## src/rtl/ex_hazard_sequencer_pkg.sv

```systemverilog
// Shared definitions for the EX-stage hazard and multi-cycle sequencer.
package ex_hazard_sequencer_pkg;

  typedef enum logic {
    RUN  = 1'b0,
    BUSY = 1'b1
  } seq_state_t;

  localparam logic [4:0] ZERO_REG           = 5'd0;
  localparam int         MDU_CYCLES_DEFAULT = 4;

endpackage

```

## src/rtl/ex_hazard_sequencer_if.sv

```systemverilog
// Pipeline-side signals seen by the hazard sequencer; master drives pipeline status, slave drives controls.
interface ex_hazard_sequencer_if #(
  parameter int CNT_W = 32
);

  logic [4:0]       id_rs;
  logic [4:0]       id_rt;
  logic             id_uses_rt;
  logic             ex_mem_read;
  logic [4:0]       ex_dest;
  logic             ex_mdu_op;
  logic             mem_branch;
  logic             mem_zero;

  logic             pc_write;
  logic             pc_src;
  logic             ifid_write;
  logic             ifid_flush;
  logic             idex_hold;
  logic             idex_flush;
  logic             exmem_flush;
  logic             mdu_busy;
  logic             mdu_done;
  logic             mdu_abort;
  logic [CNT_W-1:0] stall_cycles;

  modport master (
    output id_rs, id_rt, id_uses_rt, ex_mem_read, ex_dest, ex_mdu_op, mem_branch, mem_zero,
    input  pc_write, pc_src, ifid_write, ifid_flush, idex_hold, idex_flush, exmem_flush,
           mdu_busy, mdu_done, mdu_abort, stall_cycles
  );

  modport slave (
    input  id_rs, id_rt, id_uses_rt, ex_mem_read, ex_dest, ex_mdu_op, mem_branch, mem_zero,
    output pc_write, pc_src, ifid_write, ifid_flush, idex_hold, idex_flush, exmem_flush,
           mdu_busy, mdu_done, mdu_abort, stall_cycles
  );

endinterface

```

## src/rtl/ex_hazard_sequencer_hazard_detect.sv

```systemverilog
// Load-use detector: a load in EX whose destination feeds a source of the instruction in ID.
module hazard_detect
  import ex_hazard_sequencer_pkg::*;
(
  input  logic [4:0] id_rs,
  input  logic [4:0] id_rt,
  input  logic       id_uses_rt,
  input  logic       ex_mem_read,
  input  logic [4:0] ex_dest,
  output logic       lu
);

  // Writes to the zero register never create a real dependency.
  assign lu = ex_mem_read && (ex_dest != ZERO_REG) &&
              ((ex_dest == id_rs) || (id_uses_rt && (ex_dest == id_rt)));

endmodule

```

## src/rtl/ex_hazard_sequencer.sv

```systemverilog
// Hazard/MDU sequencer: drives front-end enables and flushes, and counts stall cycles.
module ex_hazard_sequencer
  import ex_hazard_sequencer_pkg::*;
#(
  parameter int MDU_CYCLES = MDU_CYCLES_DEFAULT,
  parameter int CNT_W      = 32
) (
  input  logic                 clk,
  input  logic                 rst,
  ex_hazard_sequencer_if.slave bus
);

  localparam logic [3:0] MDU_LOAD = 4'(MDU_CYCLES - 2);

  seq_state_t       state, state_n;
  logic [3:0]       cnt, cnt_n;
  logic [CNT_W-1:0] stall_q;
  logic             lu;
  logic             br_taken;

  logic pc_write, pc_src, ifid_write, ifid_flush, idex_hold, idex_flush, exmem_flush;
  logic mdu_busy, mdu_done, mdu_abort;

  hazard_detect u_hazard_detect (
    .id_rs       (bus.id_rs),
    .id_rt       (bus.id_rt),
    .id_uses_rt  (bus.id_uses_rt),
    .ex_mem_read (bus.ex_mem_read),
    .ex_dest     (bus.ex_dest),
    .lu          (lu)
  );

  assign br_taken = bus.mem_branch && bus.mem_zero;

  always_ff @(posedge clk) begin
    if (rst) begin
      state   <= RUN;
      cnt     <= 4'd0;
      stall_q <= '0;
    end else begin
      state <= state_n;
      cnt   <= cnt_n;
      if (!pc_write && (stall_q != '1)) begin
        stall_q <= stall_q + 1'b1;
      end
    end
  end

  // Priority: reset, taken branch, MDU occupancy, load-use, free run.
  always_comb begin
    state_n     = state;
    cnt_n       = cnt;
    pc_write    = 1'b1;
    pc_src      = 1'b0;
    ifid_write  = 1'b1;
    ifid_flush  = 1'b0;
    idex_hold   = 1'b0;
    idex_flush  = 1'b0;
    exmem_flush = 1'b0;
    mdu_busy    = 1'b0;
    mdu_done    = 1'b0;
    mdu_abort   = 1'b0;

    if (rst) begin
      pc_write    = 1'b0;
      ifid_write  = 1'b0;
      ifid_flush  = 1'b1;
      idex_flush  = 1'b1;
      exmem_flush = 1'b1;
    end else if (br_taken) begin
      pc_src      = 1'b1;
      ifid_write  = 1'b0;
      ifid_flush  = 1'b1;
      idex_flush  = 1'b1;
      exmem_flush = 1'b1;
      if ((state == BUSY) || bus.ex_mdu_op) begin
        mdu_abort = 1'b1;
        state_n   = RUN;
        cnt_n     = 4'd0;
      end
    end else if (state == BUSY) begin
      mdu_busy = 1'b1;
      if (cnt == 4'd0) begin
        // Final cycle: release holds and ignore ex_mdu_op so the same op does not restart.
        mdu_done = 1'b1;
        state_n  = RUN;
      end else begin
        pc_write    = 1'b0;
        ifid_write  = 1'b0;
        idex_hold   = 1'b1;
        exmem_flush = 1'b1;
        cnt_n       = cnt - 4'd1;
      end
    end else if (bus.ex_mdu_op) begin
      mdu_busy    = 1'b1;
      pc_write    = 1'b0;
      ifid_write  = 1'b0;
      idex_hold   = 1'b1;
      exmem_flush = 1'b1;
      state_n     = BUSY;
      cnt_n       = MDU_LOAD;
    end else if (lu) begin
      pc_write   = 1'b0;
      ifid_write = 1'b0;
      idex_flush = 1'b1;
    end
  end

  assign bus.pc_write     = pc_write;
  assign bus.pc_src       = pc_src;
  assign bus.ifid_write   = ifid_write;
  assign bus.ifid_flush   = ifid_flush;
  assign bus.idex_hold    = idex_hold;
  assign bus.idex_flush   = idex_flush;
  assign bus.exmem_flush  = exmem_flush;
  assign bus.mdu_busy     = mdu_busy;
  assign bus.mdu_done     = mdu_done;
  assign bus.mdu_abort    = mdu_abort;
  assign bus.stall_cycles = stall_q;

endmodule

```

## src/flat_wrapper.sv

```systemverilog
// flat-port wrapper written by rule: the top's interface ports become plain ports
module ex_hazard_sequencer_flat import ex_hazard_sequencer_pkg::*;
#(
  parameter int MDU_CYCLES = MDU_CYCLES_DEFAULT,
  parameter int CNT_W      = 32
)
  (clk, rst, bus_id_rs, bus_id_rt, bus_id_uses_rt, bus_ex_mem_read, bus_ex_dest, bus_ex_mdu_op, bus_mem_branch, bus_mem_zero, bus_pc_write, bus_pc_src, bus_ifid_write, bus_ifid_flush, bus_idex_hold, bus_idex_flush, bus_exmem_flush, bus_mdu_busy, bus_mdu_done, bus_mdu_abort, bus_stall_cycles);
  ex_hazard_sequencer_if #(.CNT_W(CNT_W)) bus_i ();
  input  logic clk;
  input  logic rst;
  input wire logic [$bits(bus_i.id_rs)-1:0] bus_id_rs;
  input wire logic [$bits(bus_i.id_rt)-1:0] bus_id_rt;
  input wire logic [$bits(bus_i.id_uses_rt)-1:0] bus_id_uses_rt;
  input wire logic [$bits(bus_i.ex_mem_read)-1:0] bus_ex_mem_read;
  input wire logic [$bits(bus_i.ex_dest)-1:0] bus_ex_dest;
  input wire logic [$bits(bus_i.ex_mdu_op)-1:0] bus_ex_mdu_op;
  input wire logic [$bits(bus_i.mem_branch)-1:0] bus_mem_branch;
  input wire logic [$bits(bus_i.mem_zero)-1:0] bus_mem_zero;
  output wire logic [$bits(bus_i.pc_write)-1:0] bus_pc_write;
  output wire logic [$bits(bus_i.pc_src)-1:0] bus_pc_src;
  output wire logic [$bits(bus_i.ifid_write)-1:0] bus_ifid_write;
  output wire logic [$bits(bus_i.ifid_flush)-1:0] bus_ifid_flush;
  output wire logic [$bits(bus_i.idex_hold)-1:0] bus_idex_hold;
  output wire logic [$bits(bus_i.idex_flush)-1:0] bus_idex_flush;
  output wire logic [$bits(bus_i.exmem_flush)-1:0] bus_exmem_flush;
  output wire logic [$bits(bus_i.mdu_busy)-1:0] bus_mdu_busy;
  output wire logic [$bits(bus_i.mdu_done)-1:0] bus_mdu_done;
  output wire logic [$bits(bus_i.mdu_abort)-1:0] bus_mdu_abort;
  output wire logic [$bits(bus_i.stall_cycles)-1:0] bus_stall_cycles;
  assign bus_i.id_rs = bus_id_rs;
  assign bus_i.id_rt = bus_id_rt;
  assign bus_i.id_uses_rt = bus_id_uses_rt;
  assign bus_i.ex_mem_read = bus_ex_mem_read;
  assign bus_i.ex_dest = bus_ex_dest;
  assign bus_i.ex_mdu_op = bus_ex_mdu_op;
  assign bus_i.mem_branch = bus_mem_branch;
  assign bus_i.mem_zero = bus_mem_zero;
  assign bus_pc_write = bus_i.pc_write;
  assign bus_pc_src = bus_i.pc_src;
  assign bus_ifid_write = bus_i.ifid_write;
  assign bus_ifid_flush = bus_i.ifid_flush;
  assign bus_idex_hold = bus_i.idex_hold;
  assign bus_idex_flush = bus_i.idex_flush;
  assign bus_exmem_flush = bus_i.exmem_flush;
  assign bus_mdu_busy = bus_i.mdu_busy;
  assign bus_mdu_done = bus_i.mdu_done;
  assign bus_mdu_abort = bus_i.mdu_abort;
  assign bus_stall_cycles = bus_i.stall_cycles;
  ex_hazard_sequencer #(.MDU_CYCLES(MDU_CYCLES), .CNT_W(CNT_W)) u_core (.clk(clk), .rst(rst), .bus(bus_i));
endmodule
```

## config.mk

```make
export PLATFORM = sky130hd
export DESIGN_NAME = ex_hazard_sequencer_flat
export DESIGN_NICKNAME = d
export VERILOG_FILES = /design/src/rtl/ex_hazard_sequencer_pkg.sv /design/src/rtl/ex_hazard_sequencer_if.sv /design/src/rtl/ex_hazard_sequencer_hazard_detect.sv /design/src/rtl/ex_hazard_sequencer.sv /design/src/flat_wrapper.sv
export SDC_FILE = /design/constraint.sdc
export NUM_CORES = 1
export LEC_CHECK = 0
export ABC_AREA = 1
export CORE_MARGIN = 1
export CORE_UTILIZATION = 42
export CTS_CLUSTER_DIAMETER = 200
export DETAILED_ROUTE_END_ITERATION = 8
export PLACE_DENSITY = 0.69
export SLEW_MARGIN = 20
export SYNTH_ARGS = -nofsm -noshare
export SYNTH_HDL_FRONTEND = slang
export SYNTH_SLANG_ARGS = --single-unit
```

## constraint.sdc

```tcl
create_clock -name clk -period 2.9 [get_ports clk]
set_clock_uncertainty 0.1 [all_clocks]
set_input_delay 0.58 -clock clk [delete_from_list [all_inputs] [get_ports clk]]
set_output_delay 0.58 -clock clk [all_outputs]
set_load 0.01 [all_outputs]
```

After elaboration in Yosys (flattened, before gate mapping)
Cells that the tools add are included.

storage, ports and cells
  register bits after elaboration = 37
  bits of input ports = 22
  logic and storage cells = 61

cells by class
  $add $sub $neg = 2
  equality and inequality tests = 5
  multiplexer cells = 39
  reduce and logical (&&, ||, !) cells = 12

operator list
  operator                                                             count
  1-bit two-way mux                                                    34
  32-bit by 1-bit adder with 32-bit output (second input constant)     1
  32-bit inequality test (second input constant)                       1
  4-bit two-way mux                                                    5
  5-bit equality test                                                  2
  1-bit logical AND                                                    5
  5-bit nonzero test                                                   1
  4-bit logical NOT                                                    1
  4-bit by 1-bit subtractor with 4-bit output (second input constant)  1
  3-bit inequality test (second input constant)                        1
  3-bit AND reduction                                                  1
  3-bit nonzero test                                                   1
  1-bit logical OR                                                     2
  2-bit inequality test (second input constant)                        1
  1-bit logical NOT                                                    1

Depth between registers and ports, before layout
Gate-level depths: netlist (run 1).

  depth in word-level cells = 11
  mapped depth = 12
  depth with buffers taken out = 11

Hierarchy
A second synthesis (run 1) with hierarchy kept.

second synthesis, totals
  cells, all modules = 441
  area total of the unflattened synthesis = 2,690.1 um^2

modules (own cells, without submodules)
  module               instances  cells an instance  area an instance (um^2)
  ex_hazard_sequencer  1          389                2,483.6
  hazard_detect        1          52                 206.4

Least setup slack after synthesis (run 1)
OpenSTA, ideal clock, no wires.

  path kind = input to output
  from = input port bus_mem_branch
  to = output port bus_mdu_abort
  data arrival time = 1.520 ns
  data required time = 2.220 ns
  slack = 0.700 ns
  stages = 5
  path buffers = 1
  cell sequence = nand2_1 > nor2_1 > clkinv_1 > clkbuf_1 > nor2_1

on the way
  cells in the longest elaborated chain, start to end = 3

ends and longest elaborated chain
  element            RTL line                   RTL
  start, declared    flat_wrapper.sv:17         input wire logic [$bits(bus_i.mem_branch)-1:0] bus_mem_branch;
  1-bit logical AND  ex_hazard_sequencer.sv:33  assign br_taken = bus.mem_branch && bus.mem_zero;
  1-bit two-way mux  ex_hazard_sequencer.sv:70  end else if (br_taken) begin
  1-bit two-way mux  ex_hazard_sequencer.sv:64  if (rst) begin
  end, declared      flat_wrapper.sv:28         output wire logic [$bits(bus_i.mdu_abort)-1:0] bus_mdu_abort;

Every way passes these cells.

Worst setup path after layout (run 1)
  from = input port bus_ex_dest[1]
  to = output port bus_pc_write

on the way
  cells in the longest elaborated chain, start to end = 9

ends and longest elaborated chain
  element              RTL line                                 RTL
  start, declared      flat_wrapper.sv:15                       input wire logic [$bits(bus_i.ex_dest)-1:0] bus_ex_dest;
  5-bit equality test  ex_hazard_sequencer_hazard_detect.sv:15  ((ex_dest == id_rs) || (id_uses_rt && (ex_dest == id_rt)));
  1-bit logical AND    ex_hazard_sequencer_hazard_detect.sv:15
  1-bit logical OR     ex_hazard_sequencer_hazard_detect.sv:15
  1-bit logical AND *  ex_hazard_sequencer_hazard_detect.sv:14  assign lu = ex_mem_read && (ex_dest != ZERO_REG) &&
  1-bit two-way mux *  ex_hazard_sequencer.sv:102               end else if (lu) begin
  1-bit two-way mux *  ex_hazard_sequencer.sv:94                end else if (bus.ex_mdu_op) begin
  1-bit two-way mux *  ex_hazard_sequencer.sv:81                end else if (state == BUSY) begin
  1-bit two-way mux *  ex_hazard_sequencer.sv:70
  1-bit two-way mux *  ex_hazard_sequencer.sv:64
  end, declared        flat_wrapper.sv:19                       output wire logic [$bits(bus_i.pc_write)-1:0] bus_pc_write;

Mark *: on every way between the ends. The rest lies on a longest branch, timed or not.

==> results of run 1 <==
repair_timing:
action	CTS	global route
setup endpoints to repair	3	4
gates resized for setup	4	2
endpoints found under the hold margin	0	0
state kept, by name, summed over array words and instances (netlist names):
signal	cells
u_core.state	1
u_core.cnt	4
u_core.bus.stall_cycles	32
worst register-to-register path: stages (launching register included):
cell     delay [ps]
dfxtp_1         490
ha_1            330
inv_2           100
nor2_8          180
nand2_4          90
nor2_4          160
nand2_4         250
nand3_4         190
buf_12          200
nand2_1          90
a21oi_1         150
power groups by stage:
stage	Sequential, uW	Combinational [uW]	Clock [uW]
after CTS	527	204	489
after detailed placement	539	206	0
after global placement	538	203	0
after floorplan	538	122	0
after global routing	528	224	513
final	527	201	481
per-stage QoR:
stage	area (um2)	hold slack [ps]	cells	total power, uW	utilization, %
floorplan	2770	359	447	660	-
global placement	3460	381	577	742	54.5
detailed placement	3460	390	577	744	54.5
CTS	3570	402	585	1220	56.2
global route	3570	428	585	1270	56.3
finish	3570	403	585	1210	56.3
cell families (layout without fill, tap and decap cells):
kind of cell / count (synthesis) / after routing
DFF: 37 / 37
adders and majority gates: 3 / 3
xor gates and xnor gates: 17 / 17
AOI/OAI and AO/OA: 42 / 42
buffers and inverters: 50 / 111
and+or+nand+nor: 298 / 298
final cells by class:
cell class | instances | area, um2
inverters | 34 | 128
clock inverters | 1 | 30.0
repair buffers | 69 | 686
multi-input cells | 360 | 1810
flip-flops and latches | 37 | 741
well taps | 77 | 96.3
clock buffers | 7 | 86.3
fillers | 632 | 2780
per-layer routing:
layer | global-route usage, % | vias up
li1 | - | 1566
met1 | 29.5 | 1341
met2 | 39.9 | 83
met3 | 2.98 | 14
met4 | 8.62 | 0
met5 | 0 | -
how the worst max path moves through the flow:
stage                         startpoint  cells past startpoint       endpoint
final                     bus_ex_dest[1]                     11   bus_pc_write
after global routing        bus_id_rt[1]                     11   bus_pc_write
after CTS                 bus_ex_dest[0]                     11   bus_pc_write
after detailed placement  bus_ex_dest[0]                     11   bus_pc_write
after global placement    bus_ex_dest[0]                      9   bus_pc_write
after floorplan           bus_mem_branch                      5  bus_mdu_abort
cells in the mapped netlist:
| library cell | n | area share [%] |
|---|---|---|
| nand3_4 | 1 | 0.63 |
| nor2_1 | 69 | 9.3 |
| dfxtp_1 | 37 | 27 |
| nand2_1 | 149 | 20 |
| ha_1 | 3 | 1.4 |
| inv_1 | 32 | 4.3 |
| nand2_2 | 12 | 2.7 |
| buf_2 | 2 | 0.36 |
| nor2_4 | 3 | 1.2 |
| a21oi_1 | 26 | 4.7 |
| buf_1 | 1 | 0.14 |
| inv_2 | 1 | 0.14 |
| nand3_1 | 10 | 1.8 |
| o21ai_0 | 5 | 0.90 |
| a31oi_1 | 1 | 0.23 |
| xnor2_1 | 6 | 1.9 |
| nor2_2 | 2 | 0.45 |
| nor2_8 | 1 | 0.72 |
| xor2_1 | 11 | 3.5 |
| buf_6 | 3 | 1.2 |
| nand4_1 | 36 | 8.1 |
| nor3_1 | 1 | 0.18 |
| buf_4 | 3 | 0.81 |
| clkinv_1 | 1 | 0.14 |
| clkbuf_1 | 7 | 0.95 |
| a21oi_2 | 10 | 3.2 |
| nand3b_1 | 12 | 3.3 |
| nand2_4 | 2 | 0.81 |
==> results.toml, run 1 <==
[sta]
rsz0062_at_grt = "no"
relSlewSlack_pct = 69.0
slew_viol_final = 0
tightest_slew_ps = 464
fin_crit_ps = 2740
finalSetupViolCount = 0
fin_crit_sh_pct = 94.3
setup_slack_ps = 164
max_freq_mhz = 365
hold_violations = 0
setup_tns_ps = 0

[worst_setup_path]
required_ps = 2220
path_cells = "clkdlybuf4s50_1 > inv_1 > nand2_1 > nand2_1 > nor2_1 > nand3_1 > nand2_1 > nand3_1 > nand2_2 > nand2_1 > dlygate4sd2_1"
start_kind = "primary input"
critPathMaxFanout = 3
crit_arrival_ps = 2060
cp_slowest_stage_delay_ps = 500
r2r_slack_ps = 500
cpMaxStageDelayCell = "clkdlybuf4s50_1"
reg2regPathDepth = 10
r2r-end = "u_core.bus.stall_cycles[7]"
path_delay_family = "buffers and inverters"
crit_path_frequent_cell = "nand2_1"
cp-end-kind = "output port"
critPathKind = "in2out"
worstReg2RegStart = "u_core.bus.stall_cycles[0]"
cp.buffers_inverters = 3

[cells_and_area]
final_cell_mix = "nand2_1 (149), nor2_1 (68), clkdlybuf4s50_1 (58)"
syn_to_final_growth_pct = 29.0
fin_nets = 532
n_antenna_cell = 0
mostFrequentLayoutCell = "nand2_1"
layout-drive-gt1-share_pct = 9.06

[run_status]
status = "finished, final reports clean"

[synth]
synth.distinct_cells = 28
syn-cell-area_mm2 = 0.00277
synth_top_family_by_area = "simple AND/OR/NAND/NOR gates"
syn_nets = 472
synth-seq-cells = 37
synth-xor-area-share_pct = 5.37
synthMuxAreaShare_pct = 0
synth_fa_ha_area_share_pct = 1.36
synth_simple_gate_area_share_pct = 49.5
syn_area_per_cell_um2 = 6.20
ys_seq_area_share_pct = 26.7
synth-compound-area-share_pct = 8.99
yosysWarnings = 0
syn-instance-count = 447

[global_routing]
antenna_found_initial = 0
grt_pass1_vias = 2793
grt_max_degree = 36
track_usage_pct = 23.2
grt_pass1_wl_um = 13200
grt-ovfl-total = 0

[pwr]
p_clk_share_pct = 39.8
pwr_density_cell_mw_per_mm2 = 338
p_sw_share_pct = 26.8
p_sw_uw = 325
p_int_uw = 885
p_seq_share_pct = 43.6
leakage_uw = 0.00139
max-vdd-ir-drop_v = 0.000295
combPwrFrac_pct = 16.6

[cts]
cts_buffers = 5
cts.path.max_buffers = 2
tritoncts = "built"
root_buffer = "clkbuf_8"
clkLatencyLatePin_ps = 300
cts_hold_buf = 0
cts.sinks = 37
cts.clk_slew.worst_paths_ps = 80
htree_levels = 2
cts_setup_buffers = 0

[detailed_routing]
top_layer_used = "met4"
dr.pass1.iters = 4
via_count = 3004
dr.first_iter.drc_count = 174
met2_length_um = 3680
wl_um = 7690
drcViolationCount = 0
viasPerCell = 5.14
wl_per_cell_um = 13.1
wl_met1_um = 3510
wl_met3_um = 343
ant_nets = 0

[floorplanning]
die_w_um = 83.2
core_area_mm2 = 0.00635
io_pins = 64
start_util_pct = 43.6
num_rows = 29
die-area_mm2 = 0.00692
die_h_um = 83.2

[place]
port_buffers = 63
hpwlAfterDp_um = 5570
dp_slack_ps = -74.9
gp_congestion = 0.914

[hold_path]
holdCritPathClass = "reg2reg"
worstHoldStart = "u_core.cnt[1]"
min_to = "u_core.cnt[1]"
holdPathStages = 2

[job]
max-cap-violations = 0
Note: power is estimated with default switching activity, not from simulation.
==> run 2, diff against run 1 <==
CORE_ASPECT_RATIO = 1.4   (was unset)
clock period = 2.73 ns   (was 2.9 ns; I/O delays follow)
==> run 2 against run 1 <==
The run now ends with DRC left. Design area increased by 0.53%. Core utilization grew 0.78 points. Via count rose by 3.8%. Highest routed layer unchanged. Combinational power up 10%. Power fell by 3.7%. Register-to-register slack better by 20 ps.
==> results.toml, run 2 (synthesis results as in run 1) <==
[cells_and_area]
layout-drive-gt1-share_pct = 11.9
final_area_mm2 = 0.00359
largest_reg_flops = 32
final_cell_mix = "nand2_1 (148), nor2_1 (66), clkdlybuf4s50_1 (52)"
mostFrequentLayoutCell = "nand2_1"
n_antenna_cell = 0
fin_nets = 538
syn_to_final_growth_pct = 29.7

[detailed_routing]
drcViolationCount = 8
dr.pass1.iters = 6
via_count = 3119
wl_per_cell_um = 13.5
wl_um = 7930
dr.first_iter.drc_count = 160
ant_nets = 0
viasPerCell = 5.32

[sta]
rsz0062_at_grt = "no"
relSlewSlack_pct = 71.6
setup_tns_ps = 0
setup_slack_ps = 102
max_freq_mhz = 380
slew_viol_final = 0
hold_violations = 0
finalSetupViolCount = 0
fin_crit_ps = 2630
fin_crit_sh_pct = 96.3
tightest_slew_ps = 421

[floorplanning]
die_w_um = 70.6
io_pins = 64
die_h_um = 98.1
die-area_mm2 = 0.00693
num_rows = 34
start_util_pct = 44.0
core_area_mm2 = 0.00630

[pwr]
max-vdd-ir-drop_v = 0.000189
leakage_uw = 0.00147
pwr_density_cell_mw_per_mm2 = 324

[hold_path]
holdCritPathClass = "reg2reg"

[cts]
cts_setup_buffers = 0
clkLatencyLatePin_ps = 300
htree_levels = 2
cts.clk_slew.worst_paths_ps = 70
cts.path.max_buffers = 2
root_buffer = "clkbuf_8"
cts_buffers = 5
tritoncts = "built"
cts.sinks = 37

[global_routing]
track_usage_pct = 24.3
grt_pass1_vias = 3066
grt-ovfl-total = 0
grt_max_degree = 34
grt_pass1_wl_um = 13600
antenna_found_initial = 0

[place]
hpwlAfterDp_um = 6050
port_buffers = 63
placed_area_mm2 = 0.00348
gp_congestion = 0.951
dp_slack_ps = -202

[run_status]
failed_checks = "DRC"
status = "finished with violations"

[worst_setup_path]
cpMaxStageDelayCell = "clkdlybuf4s50_1"
start_kind = "primary input"
crit_arrival_ps = 1980
cp_slowest_stage_delay_ps = 550
cp-end-kind = "output port"
critPathKind = "in2out"
required_ps = 2080
path_cells = "clkdlybuf4s50_1 > nand2_1 > inv_1 > nor2_2 > buf_4 > nand2_1 > clkdlybuf4s50_1"
critPathMaxFanout = 3

[job]
max-cap-violations = 0
run 2: changes by cell type in the layout (fill, tap and decap cells not counted), sizes merged:
cell           change
buf                +6
dlygate4sd2        -3
clkdlybuf4s15      +1
dlymetal6s2s       +6
clkinv             +2
clkbuf             +1
clkdlybuf4s50      -6
bufinv             -1
run 2: what timing repair did:
| item | 4_1_cts | 5_1_grt |
|---|---|---|
| endpoints found under the setup margin | 3 | 9 |
| hold buffers | 0 | 0 |
| pin swaps | 0 | 3 |
| resized for setup | 5 | 20 |
run 2: final timing paths:
kind	start	endpoint	slack, ps	depth (start not counted)
setup / recovery	bus_mem_branch	bus_exmem_flush	100	7
setup reg to reg	u_core.bus.stall_cycles[0]	u_core.bus.stall_cycles[7]	520	10
hold reg to reg	u_core.bus.stall_cycles[1]	u_core.bus.stall_cycles[1]	400	2
hold / removal	u_core.bus.stall_cycles[1]	u_core.bus.stall_cycles[1]	400	2
run 2: critical path, delay by kind of cell:
kind	cells	cell delay, ps
buf+inv	4	1250
simple gates	3	190
run 2: stage by stage:
| stage | hold WS (ps) | util, % | power [uW] | instances |
|---|---|---|---|---|
| final | 398 | 57.1 | 1160 | 586 |
| after global routing | 427 | 57.1 | 1220 | 586 |
| after CTS | 404 | 56.7 | 1170 | 586 |
| after detailed placement | 390 | 55.3 | 794 | 578 |
| after global placement | 380 | 55.3 | 791 | 578 |
| after floorplan | 359 | - | 701 | 447 |
run 2: per-layer routing:
layer	global-route usage [%]	vias up	wire, um
li1	-	1580	-
met4	10.9	0	194
met5	0	-	0
met1	25.1	1417	3060
met2	46.8	107	4240
met3	3.92	15	439
run 2: area by class of cell:
type | instances | area (um2)
clock buffer | 6 | 72.6
clock inverter | 2 | 10.0
fill | 657 | 2700
inverter | 34 | 128
multi-input combinational | 360 | 1830
sequential | 37 | 741
tap | 72 | 90.1
timing repair buffer | 75 | 727
run 2: where the power goes:
part           internal (uW)  total [uW]  leakage [uW]  switching, uW
clock                    177         383     0.0000450            206
sequential               549         560      0.000299           11.9
combinational           95.9         221       0.00113            125
total                    822        1160       0.00147            343
==> RTL change (config.mk and constraints of run 2) <==
Make the reset (`rst`) asynchronous in one clocked block.
--- a/src/rtl/ex_hazard_sequencer.sv
+++ b/src/rtl/ex_hazard_sequencer.sv
@@ -33,5 +33,5 @@
   assign br_taken = bus.mem_branch && bus.mem_zero;
 
-  always_ff @(posedge clk) begin
+  always_ff @(posedge clk or posedge rst) begin
     if (rst) begin
       state   <= RUN;
Function: differs if rst is asserted again (counterexample within 4 cycles, from zero or initial values and one cycle with rst high); with rst held inactive, the same outputs for 10 cycles.
==> RTL change against run 2 <==
  * Wire length shrank 6.5%
  * Sequential cell count did not move
  * Design area is essentially flat
  * Setup slack better by 0.051 ns
  * Count of clock-buffer cells in the layout grew 1
  * Synthesized area down 2.2%
  * Critical path depth rose by 1
  * Final cell count fell by 3.2%
  * Critical endpoint unchanged
  * Highest routed layer unchanged
Power is not compared: it rests on default switching activity, and its combinational part moved more than twofold at a synthesized area within 25%.
==> RTL change: results (changes against run 2) <==
\begin{tabular}{lr}
\hline
Metric & Value \\
\hline
\multicolumn{2}{l}{\textbf{Routing}} \\
Met2 wire len & 3.93 mm (was 4.24 mm) \\
Per-cell routed wire length & 13.1 µm (was 13.5 µm) \\
Met1 WL & 3.06 mm (about the same) \\
Drt first pass iters & 4 (was 6) \\
First-iteration detailed-routing DRC count & 156 (was 160) \\
\multicolumn{2}{l}{\textbf{Cells and area}} \\
Proportion of cell area spent on the clock network & 2.40\% (was 2.30\%) \\
Filler instances & 616 (was 657) \\
Fraction of final layout cells with drive strength greater than 1 & 6.46\% (was 11.9\%) \\
Post-route insts no fill & 567 (was 586) \\
\multicolumn{2}{l}{\textbf{Place}} \\
Post-placement cell area & 3480 µm² (about the same) \\
Final RePlAce weighted congestion & 0.889 (was 0.951) \\
Pre-CTS setup slack & -0.197 ns (was -0.202 ns) \\
Half-perimeter wire length of the detailed placement result & 5.80 mm (was 6.05 mm) \\
\multicolumn{2}{l}{\textbf{Logic synthesis}} \\
Synth Area in Compound Gates & 1.29\% (was 8.99\%) \\
Net count of the mapped netlist & 446 (was 472) \\
Syn Inst Count & 421 (was 447) \\
Xor/xnor cell area share of the yosys netlist & 9.70\% (was 5.37\%) \\
Post-synth top flop & sky130\_fd\_sc\_hd\_\_dfrtp\_1 (was sky130\_fd\_sc\_hd\_\_dfxtp\_1) \\
Ys async rst share & 100\% (was 0\%) \\
Sequential share of the synthesized area & 34.2\% (was 26.7\%) \\
Cells taking the most area after synthesis & sky130\_fd\_sc\_hd\_\_dfrtp\_1 34\%, sky130\_fd\_sc\_hd\_\_nand2\_1 24\%, sky130\_fd\_sc\_hd\_\_nor2\_1 9.4\% (was sky130\_fd\_sc\_hd\_\_dfxtp\_1 27\%, sky130\_fd\_sc\_hd\_\_nand2\_1 20\%, sky130\_fd\_sc\_hd\_\_nor2\_1 9.3\%) \\
Adder-Cell Fraction of Synth Area & 1.39\% (was 1.36\%) \\
\multicolumn{2}{l}{\textbf{Setup path}} \\
RR Startpoint & u\_core.bus.stall\_cycles[0] (unchanged) \\
Reg-to-reg endpoint & u\_core.bus.stall\_cycles[10] (was u\_core.bus.stall\_cycles[7]) \\
Reg-to-reg slack, setup & 0.50 ns (was 0.52 ns) \\
\multicolumn{2}{l}{\textbf{STA}} \\
Fmax & 388 MHz (was 380 MHz) \\
\multicolumn{2}{l}{\textbf{Global route}} \\
Met3 usage & 3.65\% (was 3.92\%) \\
Met2 track demand over resource in global routing & 43.3\% (was 46.8\%) \\
Number of global-route vias before repair & 2774 (was 3066) \\
Global-route wire length before repair & 12.7 mm (was 13.6 mm) \\
\multicolumn{2}{l}{\textbf{Run status}} \\
Run status & finished, final reports clean (was finished, violations left) \\
\multicolumn{2}{l}{\textbf{Min path}} \\
Hold-critical path endpoint & u\_core.bus.stall\_cycles[28] (was u\_core.bus.stall\_cycles[1]) \\
\multicolumn{2}{l}{\textbf{CTS}} \\
\# Post-CTS Setup Buffers & 1 (was 0) \\
\multicolumn{2}{l}{\textbf{Floorplanning}} \\
Area of the core & 6210 µm² (was 6300 µm²) \\
\hline
\end{tabular}
## RTL change: cell count changes in the layout (fill, tap and decap cells not counted), moves of 4 or more
cell                       delta
sky130_fd_sc_hd__dfrtp_1     +37
sky130_fd_sc_hd__dfxtp_1     -37
sky130_fd_sc_hd__a21oi_1     -23
sky130_fd_sc_hd__nand2_1     +23
sky130_fd_sc_hd__xnor2_1     +14
sky130_fd_sc_hd__nand2_2     -12
sky130_fd_sc_hd__a21oi_2     -10
sky130_fd_sc_hd__nand3b_1     -9
sky130_fd_sc_hd__buf_4        +5
sky130_fd_sc_hd__nor3_1       +4
## RTL change: where the power goes
group	leakage, nW	internal, mW	total, mW	switching (mW)
Combinational	1.24	0.267	0.583	0.315
Sequential	0.502	0.617	0.705	0.0885
Clock	0.0443	0.201	0.392	0.191
Total	1.79	1.08	1.68	0.595
## RTL change: critical path, delay by kind of cell (launching register included)
kind | cells | cell delay (ns)
simple gates | 3 | 0.35
buf+inv | 4 | 0.77
flops | 1 | 0.32
fa+ha+maj | 1 | 0.21
